## src/rtl/pingpong_pkg.sv

```systemverilog
// Shared types for the ping-pong buffer sequencer.
//   mem_mode_e : 2-bit code consumed by the memory enable decoder
//   state_e    : sequencer states
package pingpong_pkg;

  typedef enum logic [1:0] {
    MODE_IDLE = 2'b00,  // all blocks disabled
    MODE_FILL = 2'b01,  // deserializer -> block1 only
    MODE_PING = 2'b10,  // deserializer -> block2, block1 -> serializer
    MODE_PONG = 2'b11   // deserializer -> block1, block2 -> serializer
  } mem_mode_e;

  typedef enum logic [2:0] {
    ST_IDLE  = 3'd0,
    ST_FILL  = 3'd1,
    ST_PING  = 3'd2,
    ST_PONG  = 3'd3,
    ST_DRAIN = 3'd4
  } state_e;

endpackage

```

## src/rtl/pingpong_mem_ctrl_blk_counter.sv

```systemverilog
// Saturating 0..limit block counter with synchronous clear.
//   clk, rst_n : clock, async active-low reset
//   clr        : clear to 0 (wins over inc)
//   inc        : advance by one while below limit
//   limit      : terminal count
//   cnt        : current count (registered)
//   done_c     : cnt has reached limit (combinational)
module blk_counter #(
  parameter int unsigned W = 11
) (
  input  logic         clk,
  input  logic         rst_n,
  input  logic         clr,
  input  logic         inc,
  input  logic [W-1:0] limit,
  output logic [W-1:0] cnt,
  output logic         done_c
);

  assign done_c = (cnt >= limit);

  // Count register; increments are ignored once the limit is reached.
  always_ff @(posedge clk or negedge rst_n) begin
    if (!rst_n) begin
      cnt <= '0;
    end else if (clr) begin
      cnt <= '0;
    end else if (inc && !done_c) begin
      cnt <= cnt + W'(1);
    end
  end

endmodule

```

## src/rtl/pingpong_mem_ctrl.sv

```systemverilog
// Ping-pong buffer sequencer between deserializer and serializer.
//   clk, rst_n   : clock, async active-low reset
//   start, stop  : stream control pulses
//   deser_valid / deser_ready : write-side handshake (deser_ready from state)
//   ser_ready / ser_valid     : read-side handshake (ser_valid = rd_en + 1 cycle)
//   mem_mode     : block-role code for the enable decoder (registered)
//   wr_en, rd_en : memory strobes (combinational from registered state)
//   wr_addr, rd_addr : block addresses (counter bits, registered)
//   busy         : not idle (registered)
module pingpong_mem_ctrl
  import pingpong_pkg::*;
#(
  parameter int unsigned DEPTH  = 1024,
  parameter int unsigned ADDR_W = $clog2(DEPTH)
) (
  input  logic              clk,
  input  logic              rst_n,
  input  logic              start,
  input  logic              stop,
  input  logic              deser_valid,
  output logic              deser_ready,
  input  logic              ser_ready,
  output logic              ser_valid,
  output logic [1:0]        mem_mode,
  output logic              wr_en,
  output logic              rd_en,
  output logic [ADDR_W-1:0] wr_addr,
  output logic [ADDR_W-1:0] rd_addr,
  output logic              busy
);

  localparam int unsigned CNT_W = ADDR_W + 1;
  localparam logic [CNT_W-1:0] DEPTH_CNT = CNT_W'(DEPTH);

  state_e           state_q;
  mem_mode_e        mode_q;
  logic             busy_q;
  logic             ser_valid_q;
  logic             stop_pend_q;
  logic [CNT_W-1:0] last_len_q;

  state_e           next_state_c;
  mem_mode_e        next_mode_c;
  logic             move_c;
  logic             writing_c;
  logic             reading_c;
  logic [CNT_W-1:0] rd_len_c;

  logic [CNT_W-1:0] wr_cnt;
  logic [CNT_W-1:0] rd_cnt;
  logic             wr_done_c;
  logic             rd_done_c;

  assign writing_c = (state_q == ST_FILL) || (state_q == ST_PING) || (state_q == ST_PONG);
  assign reading_c = (state_q == ST_PING) || (state_q == ST_PONG) || (state_q == ST_DRAIN);
  assign rd_len_c  = (state_q == ST_DRAIN) ? last_len_q : DEPTH_CNT;

  assign deser_ready = writing_c && !wr_done_c && !stop_pend_q;
  assign wr_en       = deser_valid && deser_ready;
  assign rd_en       = ser_ready && reading_c && !rd_done_c;

  assign wr_addr   = wr_cnt[ADDR_W-1:0];
  assign rd_addr   = rd_cnt[ADDR_W-1:0];
  assign mem_mode  = mode_q;
  assign busy      = busy_q;
  assign ser_valid = ser_valid_q;

  // Write-side counter; cleared on every state change.
  blk_counter #(.W(CNT_W)) u_wr_cnt (
    .clk    (clk),
    .rst_n  (rst_n),
    .clr    (move_c),
    .inc    (wr_en),
    .limit  (DEPTH_CNT),
    .cnt    (wr_cnt),
    .done_c (wr_done_c)
  );

  // Read-side counter; limit shrinks to the partial length in DRAIN.
  blk_counter #(.W(CNT_W)) u_rd_cnt (
    .clk    (clk),
    .rst_n  (rst_n),
    .clr    (move_c),
    .inc    (rd_en),
    .limit  (rd_len_c),
    .cnt    (rd_cnt),
    .done_c (rd_done_c)
  );

  // Transition decode. A pending stop overrides the normal swap: once the
  // read side is done the just-written block is drained (or skipped if empty).
  always_comb begin
    next_state_c = state_q;
    next_mode_c  = mode_q;
    move_c       = 1'b0;
    unique case (state_q)
      ST_IDLE: begin
        if (start) begin
          next_state_c = ST_FILL;
          next_mode_c  = MODE_FILL;
          move_c       = 1'b1;
        end
      end
      ST_FILL: begin
        if (stop_pend_q) begin
          move_c       = 1'b1;
          next_state_c = (wr_cnt == CNT_W'(0)) ? ST_IDLE : ST_DRAIN;
          next_mode_c  = (wr_cnt == CNT_W'(0)) ? MODE_IDLE : MODE_PING;
        end else if (wr_done_c) begin
          move_c       = 1'b1;
          next_state_c = ST_PING;
          next_mode_c  = MODE_PING;
        end
      end
      ST_PING: begin
        if (stop_pend_q) begin
          if (rd_done_c) begin
            move_c       = 1'b1;
            next_state_c = (wr_cnt == CNT_W'(0)) ? ST_IDLE : ST_DRAIN;
            next_mode_c  = (wr_cnt == CNT_W'(0)) ? MODE_IDLE : MODE_PONG;
          end
        end else if (wr_done_c && rd_done_c) begin
          move_c       = 1'b1;
          next_state_c = ST_PONG;
          next_mode_c  = MODE_PONG;
        end
      end
      ST_PONG: begin
        if (stop_pend_q) begin
          if (rd_done_c) begin
            move_c       = 1'b1;
            next_state_c = (wr_cnt == CNT_W'(0)) ? ST_IDLE : ST_DRAIN;
            next_mode_c  = (wr_cnt == CNT_W'(0)) ? MODE_IDLE : MODE_PING;
          end
        end else if (wr_done_c && rd_done_c) begin
          move_c       = 1'b1;
          next_state_c = ST_PING;
          next_mode_c  = MODE_PING;
        end
      end
      ST_DRAIN: begin
        if (rd_done_c) begin
          move_c       = 1'b1;
          next_state_c = ST_IDLE;
          next_mode_c  = MODE_IDLE;
        end
      end
      default: begin
        move_c       = 1'b1;
        next_state_c = ST_IDLE;
        next_mode_c  = MODE_IDLE;
      end
    endcase
  end

  // State and registered outputs.
  always_ff @(posedge clk or negedge rst_n) begin
    if (!rst_n) begin
      state_q     <= ST_IDLE;
      mode_q      <= MODE_IDLE;
      busy_q      <= 1'b0;
      ser_valid_q <= 1'b0;
      stop_pend_q <= 1'b0;
      last_len_q  <= '0;
    end else begin
      state_q     <= next_state_c;
      mode_q      <= next_mode_c;
      busy_q      <= (next_state_c != ST_IDLE);
      ser_valid_q <= rd_en;
      // Write counter is frozen while stop is pending, so it is the partial length.
      if (next_state_c == ST_IDLE) begin
        last_len_q <= '0;
      end else if (move_c && (next_state_c == ST_DRAIN)) begin
        last_len_q <= wr_cnt;
      end
      // stop is ignored in IDLE, including when it coincides with start.
      if (next_state_c == ST_IDLE) begin
        stop_pend_q <= 1'b0;
      end else if (stop && (state_q != ST_IDLE)) begin
        stop_pend_q <= 1'b1;
      end
    end
  end

endmodule

```

## config.mk

```make
export PLATFORM = sky130hd
export DESIGN_NAME = pingpong_mem_ctrl
export DESIGN_NICKNAME = d
export VERILOG_FILES = /design/src/rtl/pingpong_pkg.sv /design/src/rtl/pingpong_mem_ctrl_blk_counter.sv /design/src/rtl/pingpong_mem_ctrl.sv
export SDC_FILE = /design/constraint.sdc
export NUM_CORES = 1
export LEC_CHECK = 0
export ABC_AREA = 1
export BUFFER_PORTS_ARGS = -buffer_cell sky130_fd_sc_hd__buf_2
export CORE_MARGIN = 8
export CORE_UTILIZATION = 50
export DETAILED_ROUTE_END_ITERATION = 12
export MAX_ROUTING_LAYER = met4
export PLACE_DENSITY_LB_ADDON = 0.08
export RECOVER_POWER = 50
export SYNTH_ARGS = -nofsm -noshare
export SYNTH_HDL_FRONTEND = slang
export SYNTH_SLANG_ARGS = --single-unit
```

## constraint.sdc

```tcl
create_clock -name clk -period 4.1 [get_ports clk]
set_input_delay 0.82 -clock clk [delete_from_list [all_inputs] [get_ports clk]]
set_output_delay 0.82 -clock clk [all_outputs]
set_load 0.02 [all_outputs]
```

Word level (Yosys, flattened, before mapping)
Cells that the tools add are included.

operators by class
  add/subtract/negate cells = 2
  multiplexer cells = 40
  order comparisons = 2
  reductions and logical operators = 28
  equality and inequality tests = 12

operators by type and width
  cell                                                  count
  two-way mux 11 bit                                    7
  two-way mux 3 bit                                     10
  two-way mux 2 bit                                     12
  adder 11 x 1 -> 11 bit (second input constant)        2
  case mux 3 bit (5 select lines)                       1
  >= comparator 11 bit                                  1
  >= comparator 11 bit (second input constant)          1
  logical NOT 11 bit                                    1
  logical AND 1 bit                                     10
  case mux 2 bit (5 select lines)                       1
  != test 3 x 2 -> 1 bit (second input constant)        3
  two-way mux 1 bit                                     8
  nonzero test 2 bit                                    4
  AND reduction 7 bit                                   1
  equality test 3 x 2 -> 1 bit (second input constant)  2
  equality test 3 bit (second input constant)           2
  logical NOT 3 bit                                     2
  != test 3 bit (second input constant)                 2
  nonzero test 3 bit                                    2
  logical OR 1 bit                                      4
  != test 2 bit (second input constant)                 2
  case mux 1 bit (4 select lines)                       1
  equality test 3 x 1 -> 1 bit (second input constant)  1
  logical NOT 1 bit                                     3
  OR reduction 2 bit                                    1

storage, ports and cells
  register bits = 41
  logic and storage cells = 92

Logic depth before layout (Yosys ltp)
  word-level depth = 11
  depth in mapped cells = 24
  mapped depth without buffers = 22

By module
From an unflattened synthesis, not the netlist that was laid out.

unflattened totals
  cell total of the unflattened synthesis = 501
  area, all modules = 3414.5 um2

modules (own cells, without submodules)
  module             area each (um2)  cells each  times used  seq. area each (um2)
  blk_counter        1149.9           174         2           275.3
  pingpong_mem_ctrl  1114.8           153         1           475.5

Worst setup path before layout
OpenSTA, ideal clock, no wires.

  path kind = register -> output
  start = reg state_q[0]
  end = out rd_en
  cell stages (with the launch flop) = 16
  setup slack = 1.246 ns
  buffers on the path = 1
  arrival = 2.034 ns
  required time = 3.280 ns
  cells stage by stage = dfrtp_1 inv_1 nand2_2 inv_1 nand2_1 inv_1 buf_2 nand2_1 ha_1 nand2_1 inv_1 a21oi_2 nand2_1 nor2_4 nand2_2 inv_1

between the ends
  cells in the longest elaborated chain, start to end = 5
  elaborated cells between the ends (all ways) = 10

RTL lines
  item                                                                 RTL line                                                      text
  from (decl)                                                          pingpong_mem_ctrl.sv:35                                       state_e state_q;
  from (signal assigned)                                               pingpong_mem_ctrl.sv:166                                      state_q <= next_state_c;
  equality test 3 bit or equality test 3 x 2 -> 1 bit (tied branches)  pingpong_mem_ctrl.sv:55, pingpong_mem_ctrl.sv:56
  two-way mux 11 bit or logical OR 1 bit (tied branches)               pingpong_mem_ctrl.sv:56, pingpong_mem_ctrl.sv:55
  >= comparator 11 bit or logical OR 1 bit (tied branches)             pingpong_mem_ctrl_blk_counter.sv:20, pingpong_mem_ctrl.sv:55
  logical NOT 1 bit or logical AND 1 bit (tied branches)               pingpong_mem_ctrl.sv:60                                       assign rd_en = ser_ready && reading_c && !rd_done_c;
  logical AND 1 bit (*)                                                pingpong_mem_ctrl.sv:60
  to (decl)                                                            pingpong_mem_ctrl.sv:26                                       output logic rd_en,

Mark *: on every way between the ends. The rest lies on a longest branch, timed or not.

Final worst setup path
Same ends and word-level chain as after synthesis.

==> impl_results.md <==
- Post-route ant nets: 0
- Initial Util: between 50% and 60%
- Dominant cell by count in the synthesized netlist: nand2_1
- Vias in the first global route: 2070
- DR WL/cell: between 10 and 15 µm
- Endpoints failing hold: 0
- Ys flop type: dfrtp_1
- Layout cell share with drive strength beyond 1: between 10% and 20%
- Failing checks: max-capacitance violations, max-slew violations
- HP Class: reg2reg
- Worst Setup Start Kind: flop
- Final Power: around 1.4 mW
- Total power divided by cell area: 482.3 nW/µm²
- Worst rel slew slack: -48.28%
- Final min period: 3.632 ns
- Synth cell count leaders: 90 x nand2_1, 46 x inv_1, 41 x dfrtp_1
- Layout Skew: about 0.0058 ns
- Worst EP arrival: between 2 and 3 ns
- Ports: 33
- Worst-path maximum fanout: 11
- DP Worst Slack: between 0.8 and 0.9 ns
- #FFs+latches synth: 41
- CTS Sinks: 41
- Leading area contributor after synthesis: dfrtp_1
- P_leak: roughly 1.4 nW
- Worst R2R End: last_len_q[7]
- Mapped Area: 2664 µm²
- Final period util: 88.59%
- Post-Layout Inst Area: between 2000 and 3000 µm²
- Nets: 388
- Hold Crit Start: mem_mode[0]
- R2R Path Start: state_q[0]
- CTS tree: yes
- Crit end category: primary output
- First-pass GRT wire length: 9687 µm
- CTS Root Cell: clkbuf_8
- Setup_tns: 0 ns
- GP Congestion: a little over 0.9
- Hold buffer count at cts: 0
- Die area: around 7900 µm²
- Max clock buf depth: 2
- Yosys top cell area share: between 30% and 40%
- Final worst slack: 0.4680 ns
- Max-Cap Viols: 1
- Post-Syn Instances: 356
- Area delta synth->final: 5.448%
- Register area share after synthesis: between 30 and 40%
- Dpl cells: 431
- Highest clock rate: around 0.28 GHz
- Peak supply drop: 0.2355 mV
- H-tree depth: 2
- Diode count: 0
- Status: complete, but fails checks
- Ys async rst share: 100.0%
- Avg Vias per Cell: approximately 5.0
- Post-synth EDFFs: 0
- RSZ-0062 raised after global routing: no
- Setup bufs post-CTS: 0
- Req. time, crit path: roughly 3.3 ns
- HPWL after detailed placement: 4420 µm
- Final Max Tran Viols: 42
- Die X: ~89 µm
- Remaining global-route overflow: 0
- Worst Path Class, Setup: reg2out
- Hold path endpoint: mem_mode[0]
- FF-to-FF setup slack: approximately 0.93 ns
- Worst skew pair latency: 0.29 ns
- Final setup viols: 0
- GR Util All Layers: around 16%
- Synth Area per Inst: 7.483 µm²
- Clock-pin slew on the worst setup and hold paths: 0.08 ns
- Detailed Routing Iterations Pass 1: 4
- DP Area: about 2700 µm²
- TritonCTS Buffers: 5
- Post-cts resize count: 0
- Worst Hold Depth: 2
- Reg2Reg Depth: 21
- Syn nets: ~380
- Drt initial violations: roughly 110
- YS warnings: 0
- Core ar.: 5140 µm²
- Vias: 2193
- Slew @ Worst Pin: 2.224 ns
- Maximum number of pins on one net before global-route repair: 42
- Input/output buffers: 32
- Unique cell type count in the Yosys netlist: 30
- FP Rows: 26
- Final non-filler cell total: about 440
- Final WL: just under 6000 µm
- Height of the chip: 88.99 µm
- Synth area leaders: dfrtp_1 39%, nand2_1 13%, ha_1 6.6%
- DR DRC count: 0
- Initial antenna violation count: 0
-- metal layers --
| metal | global-route usage, % | vias up | share of wire (%) |
|---|---|---|---|
| li1 | - | 1138 | - |
| met1 | 20.31 | 1005 | 49 |
| met2 | 25.54 | 40 | 45 |
| met3 | 3.309 | 10 | 3.6 |
| met4 | 6.042 | 0 | 2.3 |
| met5 | - | - | 0 |
-- cell usage in the layout, fill, tap and decap left out, drive strengths merged, types with 4 or more instances in the layout --
master,instances
o21ai,18
buf,19
inv,48
nand3,26
nor3,10
ha,14
nor2,41
nand2,95
xor2,6
nor4,4
dfrtp,41
clkbuf,21
a21oi,14
-- sequential cells by signal, indices dropped and copies added (netlist names) --
name          count
stop_pend_q       1
state_q           3
busy              1
mem_mode          2
u_wr_cnt.cnt     11
u_rd_cnt.cnt     11
ser_valid         1
last_len_q       11
-- worst max-delay path by stage --
stage	startpoint	to	slack [ns]
floorplan	state_q[0]	rd_en	1.25
global placement	state_q[0]	rd_en	0.89
detailed placement	state_q[0]	rd_en	0.81
CTS	state_q[0]	rd_en	0.47
global route	state_q[0]	rd_en	0.18
finish	state_q[0]	rd_en	0.47
-- stage by stage --
| step | hold slack, ns | utilization, % |
|---|---|---|
| 6_report | 0.4871 | 54.65 |
| 5_1_grt | 0.5167 | 54.65 |
| 4_1_cts | 0.4922 | 54.99 |
| 3_5_place_dp | 0.4714 | 52.73 |
| 3_3_place_gp | 0.4661 | 52.73 |
| 2_1_floorplan | 0.4686 | - |
-- cells by family after synthesis --
family	count (synthesis)	synth area share (%)
AO/OA/AOI/OAI	38	7.844
XOR/XNOR	6	1.973
adder cells (fa/ha/maj)	14	6.576
buffers and inverters	76	14.61
flip-flops	41	38.52
AND/OR/NAND/NOR	181	30.48
-- power breakdown --
| part | internal, mW | switching (mW) |
|---|---|---|
| clock | 0.199 | 0.140 |
| sequential | 0.446 | 0.0393 |
| combinational | 0.138 | 0.393 |
-- final cells by class --
cell class                      count  area, µm²
Fill cell                         527       2331
Multi-Input combinational cell    239       1249
Sequential cell                    41       1026
Inverter                           48      180.2
Timing Repair Buffer               33      150.1
Tap cell                           70      87.58
Clock buffer                        7      86.33
Clock inverter                      1      30.03
-- critical path, cell delays in order, from the launching register on --
cell	delay, ns
dfrtp_1	0.38
inv_1	0.11
nand2_2	0.10
inv_1	0.06
nand2_1	0.07
inv_1	0.25
nand2_1	0.14
ha_1	0.32
nand2_1	0.07
nand2_1	0.06
a21oi_2	0.14
nand2_1	0.12
nor2_4	0.18
nand2_2	0.13
inv_1	0.18
buf_2	0.20
(Power assumes the default switching activity.)
